`src/rtl/sys_timer_responder.sv`:
```
// System-bus responder exposing an ID word, scratch register, free-running cycle
// counter and an auto-reloading down-counter timer with a level interrupt.
module sys_timer_responder #(
  parameter logic [31:0] BASE_ADDR = 32'h0000_0100,
  parameter logic [31:0] ID_VALUE  = 32'hC032_0001
) (
  input  logic        clk,
  input  logic        rst,
  input  logic [31:0] sys_r_addr,
  input  logic [31:0] sys_w_addr,
  input  logic [31:0] sys_w_line,
  input  logic        sys_read,
  input  logic        sys_write,
  output logic [31:0] sys_r_line,
  output logic        exc,
  output logic        irq
);

  localparam logic [2:0] OFF_ID      = 3'd0;
  localparam logic [2:0] OFF_CTRL    = 3'd1;
  localparam logic [2:0] OFF_COUNT   = 3'd2;
  localparam logic [2:0] OFF_RELOAD  = 3'd3;
  localparam logic [2:0] OFF_STATUS  = 3'd4;
  localparam logic [2:0] OFF_SCRATCH = 3'd5;
  localparam logic [2:0] OFF_CYCLE   = 3'd6;

  logic [2:0]  ctrl_q, ctrl_d;
  logic [31:0] count_q, count_d;
  logic [31:0] reload_q, reload_d;
  logic        exp_q, exp_d;
  logic [31:0] scratch_q, scratch_d;
  logic [31:0] cycle_q, cycle_d;
  logic [31:0] r_line_q, r_line_d;
  logic        exc_q, exc_d;
  logic        irq_q, irq_d;

  logic [31:0] r_rel, w_rel;
  logic        r_valid, w_valid;
  logic [2:0]  r_off, w_off;
  logic [31:0] r_data;
  logic        exp_set;

  // Offsets are taken relative to BASE_ADDR so the window need not be 32-byte aligned.
  assign r_rel   = sys_r_addr - BASE_ADDR;
  assign w_rel   = sys_w_addr - BASE_ADDR;
  assign r_valid = (sys_r_addr >= BASE_ADDR) && (r_rel <= 32'h1F) && (sys_r_addr[1:0] == 2'b00);
  assign w_valid = (sys_w_addr >= BASE_ADDR) && (w_rel <= 32'h1F) && (sys_w_addr[1:0] == 2'b00);
  assign r_off   = r_rel[4:2];
  assign w_off   = w_rel[4:2];

  always_comb begin
    r_data = 32'h0;
    case (r_off)
      OFF_ID:      r_data = ID_VALUE;
      OFF_CTRL:    r_data = {29'h0, ctrl_q};
      OFF_COUNT:   r_data = count_q;
      OFF_RELOAD:  r_data = reload_q;
      OFF_STATUS:  r_data = {31'h0, exp_q};
      OFF_SCRATCH: r_data = scratch_q;
      OFF_CYCLE:   r_data = cycle_q;
      default:     r_data = 32'h0;
    endcase
  end

  always_comb begin
    ctrl_d    = ctrl_q;
    count_d   = count_q;
    reload_d  = reload_q;
    exp_d     = exp_q;
    scratch_d = scratch_q;
    cycle_d   = cycle_q + 32'd1;
    r_line_d  = r_line_q;
    exp_set   = 1'b0;

    if (ctrl_q[0]) begin
      if (count_q != 32'h0) begin
        count_d = count_q - 32'd1;
      end else begin
        exp_set = 1'b1;
        if (ctrl_q[1]) count_d = reload_q;
        else           ctrl_d[0] = 1'b0;
      end
    end

    // Bus writes are applied after the timer so they take priority over it.
    if (sys_write && w_valid) begin
      case (w_off)
        OFF_CTRL:    ctrl_d    = sys_w_line[2:0];
        OFF_COUNT:   count_d   = sys_w_line;
        OFF_RELOAD:  reload_d  = sys_w_line;
        OFF_STATUS:  if (sys_w_line[0]) exp_d = 1'b0;
        OFF_SCRATCH: scratch_d = sys_w_line;
        default:     ;
      endcase
    end

    if (exp_set) exp_d = 1'b1;

    if (sys_read) r_line_d = r_valid ? r_data : 32'h0;

    exc_d = (sys_read && !r_valid) || (sys_write && !w_valid);
    irq_d = exp_d & ctrl_d[2];
  end

  always_ff @(posedge clk) begin
    if (!rst) begin
      ctrl_q    <= 3'h0;
      count_q   <= 32'h0;
      reload_q  <= 32'h0;
      exp_q     <= 1'b0;
      scratch_q <= 32'h0;
      cycle_q   <= 32'h0;
      r_line_q  <= 32'h0;
      exc_q     <= 1'b0;
      irq_q     <= 1'b0;
    end else begin
      ctrl_q    <= ctrl_d;
      count_q   <= count_d;
      reload_q  <= reload_d;
      exp_q     <= exp_d;
      scratch_q <= scratch_d;
      cycle_q   <= cycle_d;
      r_line_q  <= r_line_d;
      exc_q     <= exc_d;
      irq_q     <= irq_d;
    end
  end

  assign sys_r_line = r_line_q;
  assign exc        = exc_q;
  assign irq        = irq_q;

endmodule

```
`config.mk`:
```
export PLATFORM = sky130hd
export DESIGN_NAME = sys_timer_responder
export DESIGN_NICKNAME = d
export VERILOG_FILES = /design/src/rtl/sys_timer_responder.sv
export SDC_FILE = /design/constraint.sdc
export NUM_CORES = 1
export LEC_CHECK = 0
export ABC_CLOCK_PERIOD_IN_PS = 4550
export BUFFER_PORTS_ARGS = -buffer_cell sky130_fd_sc_hd__buf_4
export CORE_MARGIN = 2
export CORE_UTILIZATION = 50
export DETAILED_ROUTE_END_ITERATION = 16
export GPL_TIMING_DRIVEN = 0
export PLACE_DENSITY = 0.8
export SLEW_MARGIN = 20
export SYNTH_ARGS = -nofsm -noshare
export SYNTH_HDL_FRONTEND = slang
export SYNTH_SLANG_ARGS = --single-unit
```
`constraint.sdc`:
```
create_clock -name clk -period 4.55 [get_ports clk]
set_input_delay 0.6825 -clock clk [delete_from_list [all_inputs] [get_ports clk]]
set_output_delay 0.6825 -clock clk [all_outputs]
set_load 0.01 [all_outputs]
```
**Word-level counts from Yosys, hierarchy flattened**

Cells that the tools add are included.

- Register bits: 166
- Word-level logic and storage cells: 65

- Magnitude comparators: 4
- Bitwise gates (word level): 1
- Reduce and logical (&&, ||, !) cells: 17
- Equal/unequal tests: 11
- Add/subtract/negate cells: 4
- Muxes and demuxes: 18

Operator list:

| kind | count |
|---|---|
| $pmux W32 S7 | 1 |
| $mux W32 | 6 |
| $ge A32 B9 Y1 const B | 2 |
| $le A32 B5 Y1 const B | 2 |
| $sub A32 B9 Y32 const B | 2 |
| $add A32 B1 Y32 const B | 1 |
| $reduce_bool A32 Y1 | 1 |
| $sub A32 B1 Y32 const B | 1 |
| $eq A3 B3 Y1 const B | 5 |
| $eq A3 B2 Y1 const B | 4 |
| $mux W1 | 9 |
| $logic_and A1 B1 Y1 | 7 |
| $eq A3 B1 Y1 const B | 2 |
| $mux W3 | 2 |
| $reduce_and A2 Y1 | 3 |
| $logic_not A2 Y1 | 2 |
| $logic_not A3 Y1 | 1 |
| $logic_not A1 Y1 | 2 |
| $and A1 B1 Y1 | 1 |
| $logic_or A1 B1 Y1 | 1 |

**Logic depth before layout (Yosys ltp)**

- Depth after elaboration: 8
- Depth in mapped cells: 9
- Mapped depth without buffers: 8

**Least setup slack after synthesis**

OpenSTA, ideal clock, no wires.

- Path type: input to register
- Start point: input sys_w_addr[14]
- End point: register count_q[22]
- Arrival: 2.320 ns
- Setup slack: 2.090 ns
- Stages: 7
- Path buffers: 1
- Setup time: 0.140 ns
- Cells stage by stage: nor4_1 -> nand4_1 -> nor3_1 -> nor2_1 -> clkbuf_1 -> o311ai_0 -> o211ai_1

- Longest elaborated chain between the ends: 6
- Elaborated cells on any way between the ends: 7
- Classes of those cells: add/sub (1); order compare (2); mux (1); reduce/logical (3)

Ends and longest elaborated chain:

| element | line | text |
|---|---|---|
| from (decl) | 10 | `input logic [31:0] sys_w_addr,` |
| $sub A32 B9 Y32 | 45 | `assign w_rel = sys_w_addr - BASE_ADDR;` |
| $le A32 B5 Y1 | 47 | `assign w_valid = (sys_w_addr >= BASE_ADDR) && (w_rel <= 32'h1F) && (sys_w_addr[1:0] == 2'b00);` |
| $logic_and A1 B1 Y1 (*) (2 in a row) | 47 |  |
| $logic_and A1 B1 Y1 (*) | 86 | `if (sys_write && w_valid) begin` |
| $mux W32 (*) | 86 |  |
| to (signal assigned) | 118 | `count_q <= count_d;` |
| to (decl) | 28 | `logic [31:0] count_q, count_d;` |

Every way passes the cells marked *; elsewhere a longest branch is shown, timed or not.
A chain may end at the register's enable or synchronous reset.

**Worst setup path after layout**

- Start point: register count_q[0]
- End point: register count_q[1]

- Longest elaborated chain between the ends: 5
- Elaborated cells on any way between the ends: 6
- Classes of those cells: add/sub (1); mux (4); reduce/logical (1)

Ends and longest elaborated chain:

| element | line | text |
|---|---|---|
| $sub A32 B1 Y32 or $reduce_bool A32 Y1 (tied branches) | 77, 76 |  |
| $mux W32 (*) | 76 | `if (count_q != 32'h0) begin` |
| $mux W32 (*) | 75 | `if (ctrl_q[0]) begin` |
| $mux W32 | 87 | `case (w_off)` |
| $mux W32 (*) | 86 |  |

Marked as above.

==> summary.txt <==
Power
  – Switching pwr: 0.724 mW
  – Switching Share: 24.0%
  – PnR Total Power: 3.02 mW
  – Peak VDD IR: 0.000248 V
  – Flop pwr share: 48.3%
  – Internal power: 2.29 mW
  – Comb pwr share: 7.0%
  – Pwr Density: 301 nW/um^2
  – Leakage: 3.63 nW
  – Clock share of power: 44.7%

Placed design
  – Routability cong.: 1.03
  – Placed Cells: 1380
  – PortBufs: 133
  – Hpwl dp: 23.0 mm

Route
  – Drt via density: 6.31
  – Drt first pass iters: 8
  – Vias after detailed routing: 8907
  – Routed WL: 31.0 mm
  – Antenna viol nets, final: 0
  – WL/cell: 22.0 um
  – DRT iter0 DRCs: 1154
  – DRC viols: 0

Clocking
  – Clk buf depth: 2
  – Htree depth: 4
  – Cts repair resizes: 0
  – Worst-path clk slew: 0.06 ns
  – CTS root buffer: clkbuf_16
  – Postcts setup bufs: 0
  – Clock Sinks: 166
  – Number of CTS-inserted buffers: 17
  – CTS tree: done
  – CTS Hold Bufs: 0
  – Clock Latency Late Sink: 0.43 ns

Global route
  – First-pass GRT wire length: 47.7 mm
  – Global Route Usage Sum: 35.5%
  – Largest net degree at the start of global routing: 17
  – Vias in the first global route: 8457
  – Grt total ovfl: 0
  – Initial antenna violation count: 0

Synth
  – Synth area leaders: dfxtp_1, nand2_1, o21ai_0
  – Avg Cell Area, Syn: 7.95 um^2
  – Ys async rst share: 0%
  – Syn_nets: 1132
  – Most area-hungry cell type in the Yosys netlist: dfxtp_1
  – Count leader, synth: nand2_1
  – Area fraction in compound gates after synthesis: 23.8%
  – Mux contribution to synthesized area: 0.901%
  – Syn Inst Count: 1030
  – Synth Register Bits: 166
  – Xor and xnor area share after synthesis: 2.89%
  – Synth top area share: 40.6%
  – Post-Synth Simple-Gate Area: 26.7%
  – Post-synth EDFFs: 0
  – Main combinational cell family by area after synthesis: simple AND/OR/NAND/NOR gates
  – Synth Cell Area: 8190 um^2
  – Unique cell type count in the Yosys netlist: 81
  – Synth Warn #: 0
  – Top cells by count, synth: nand2_1, dfxtp_1, o21ai_0
  – Ys flop type: dfxtp_1
  – Area share of fa/ha/maj cells after synthesis: 0.305%
  – Sequential cell area fraction in the yosys report: 40.6%

Floorplan
  – Die ar.: 17400 um^2
  – I/O pin cnt: 134
  – Die Wd: 132 um
  – Initial core utilization: 51.4%
  – FP Rows: 46
  – Core Region: 15900 um^2
  – Die height: 132 um

Layout
  – Sequential cell area: 3320 um^2
  – Multi-input gate area: 4500 um^2
  – P&R area growth vs syn: 22.4%
  – Share of layout cells above drive strength 1: 17.2%
  – ANT cells: 0
  – # fillers: 1453
  – Nets: 1285
  – Non-Filler Instances: 1411

Timing
  – Post-route setup TNS: 0 ns
  – Max Clk Rate: 325 MHz
  – Clock skew: 0.00744 ns
  – Worst Tran Pin Value: 0.962 ns
  – Max transition margin: 35.5%
  – Setup violators final: 0
  – Hold Fails Final Rpt: 0
  – Post-route clock period utilization: 67.6%
  – Crit path time final: 3.08 ns
  – Final Slew Violations: 0
  – RSZ-0062 raised after global routing: false

Worst setup path
  – Crit path kind: register to register
  – Worst setup SP type: register
  – Crit path DAT: 3.39 ns
  – CP Capture Type: register
  – CP max FO: 10
  – Worst path required time: 4.87 ns
  – Reg2reg path depth: 9

Status
  – Status: complete, no violations

Min path
  – HP Class: register to register
  – Hold depth: 2

Job
  – # Max-Cap Violations: 0
## cells in the final DEF (no fill, tap or decap), types with 5 or more instances in the layout
cell type and instances:
nand2_1 174, dfxtp_1 166, buf_4 135, o21ai_0 98
a21oi_1 65, nand3_1 60, nor2_1 59, clkbuf_1 58
nor4_1 30, a221oi_1 27, a22o_1 26, nor3_1 23
nand4_1 21, clkbuf_16 17, inv_1 14, xor2_1 14
and2_1 13, xnor2_1 13, or3_1 11, o22ai_1 11
and3_1 8, a22oi_1 8, clkbuf_8 7, o221ai_1 6
o31ai_1 5, buf_1 5, nor2b_1 5, a211oi_1 5
buf_6 5, a21o_1 5, o211ai_1 5, a31oi_1 5
## power groups by stage
stage                     combinational [mW]  clock [mW]  sequential [mW]
final                                  0.210        1.35             1.46
after global routing                   0.222        1.41             1.46
after CTS                              0.204        1.35             1.46
after detailed placement               0.203           0             1.49
after global placement                 0.200           0             1.49
after floorplan                       0.0704           0             1.49
## cells by family (layout without fill, tap and decap cells)
| kind of cell | after synthesis | count (layout) |
|---|---|---|
| and+or+nand+nor | 442 | 442 |
| AOI/OAI and AO/OA | 302 | 302 |
| DFF | 166 | 166 |
| buffers and inverters | 84 | 249 |
| xor gates and xnor gates | 27 | 27 |
| muxes | 7 | 7 |
| adders and majority gates | 2 | 2 |
## stage by stage
| step | setup WS (ns) | hold slack, ns | util [%] | cell area (um^2) |
|---|---|---|---|---|
| after global placement | 0.502 | 0.434 | 59.3 | 9460 |
| after global routing | 1.32 | 0.475 | 62.9 | 10000 |
| after detailed placement | 1.27 | 0.444 | 59.5 | 9490 |
| final | 1.47 | 0.450 | 62.9 | 10000 |
| after floorplan | 2.09 | 0.426 | - | 8190 |
| after CTS | 1.59 | 0.453 | 62.9 | 10000 |
## worst paths after layout
check | start | slack (ns) | endpoint
setup / recovery | count_q[0] | 1.47 | count_q[1]
hold / removal | sys_r_line[11] | 0.45 | sys_r_line[11]
setup reg to reg | count_q[0] | 1.47 | count_q[1]
hold reg to reg | sys_r_line[11] | 0.45 | sys_r_line[11]
## area by class of cell
type,count,share of cell area (%)
timing repair buffer,134,10.0
tap,216,2.70
clock buffer,26,4.98
multi-input combinational,780,44.8
inverter,14,0.524
buffer,70,3.41
clock inverter,5,0.374
sequential,166,33.1
## layer usage
metal  share of wire [%]  vias to the layer above  global-route usage [%]
li1                    -                     4116                       -
met1                  41                     4076                    48.3
met2                  43                      617                    53.2
met3                  12                       98                    9.69
met4                 4.1                        0                    14.8
met5                   0                        -                       0
## state kept, by name (all words and copies together) (netlist names)
signal      count
ctrl_q          3
reload_q       32
exp_q           1
irq             1
scratch_q      32
sys_r_line     32
exc             1
cycle_q        32
count_q        32
## worst max-delay path, stage by stage, from the launching register on
cell,delay [ns]
dfxtp_1,0.38
inv_1,0.09
ha_1,0.17
nor3b_2,0.45
nand4_4,0.31
nor3_2,0.76
buf_4,0.34
o2bb2ai_1,0.11
a221oi_1,0.27
nor2_1,0.08
Note: power is estimated with default switching activity, not from simulation.
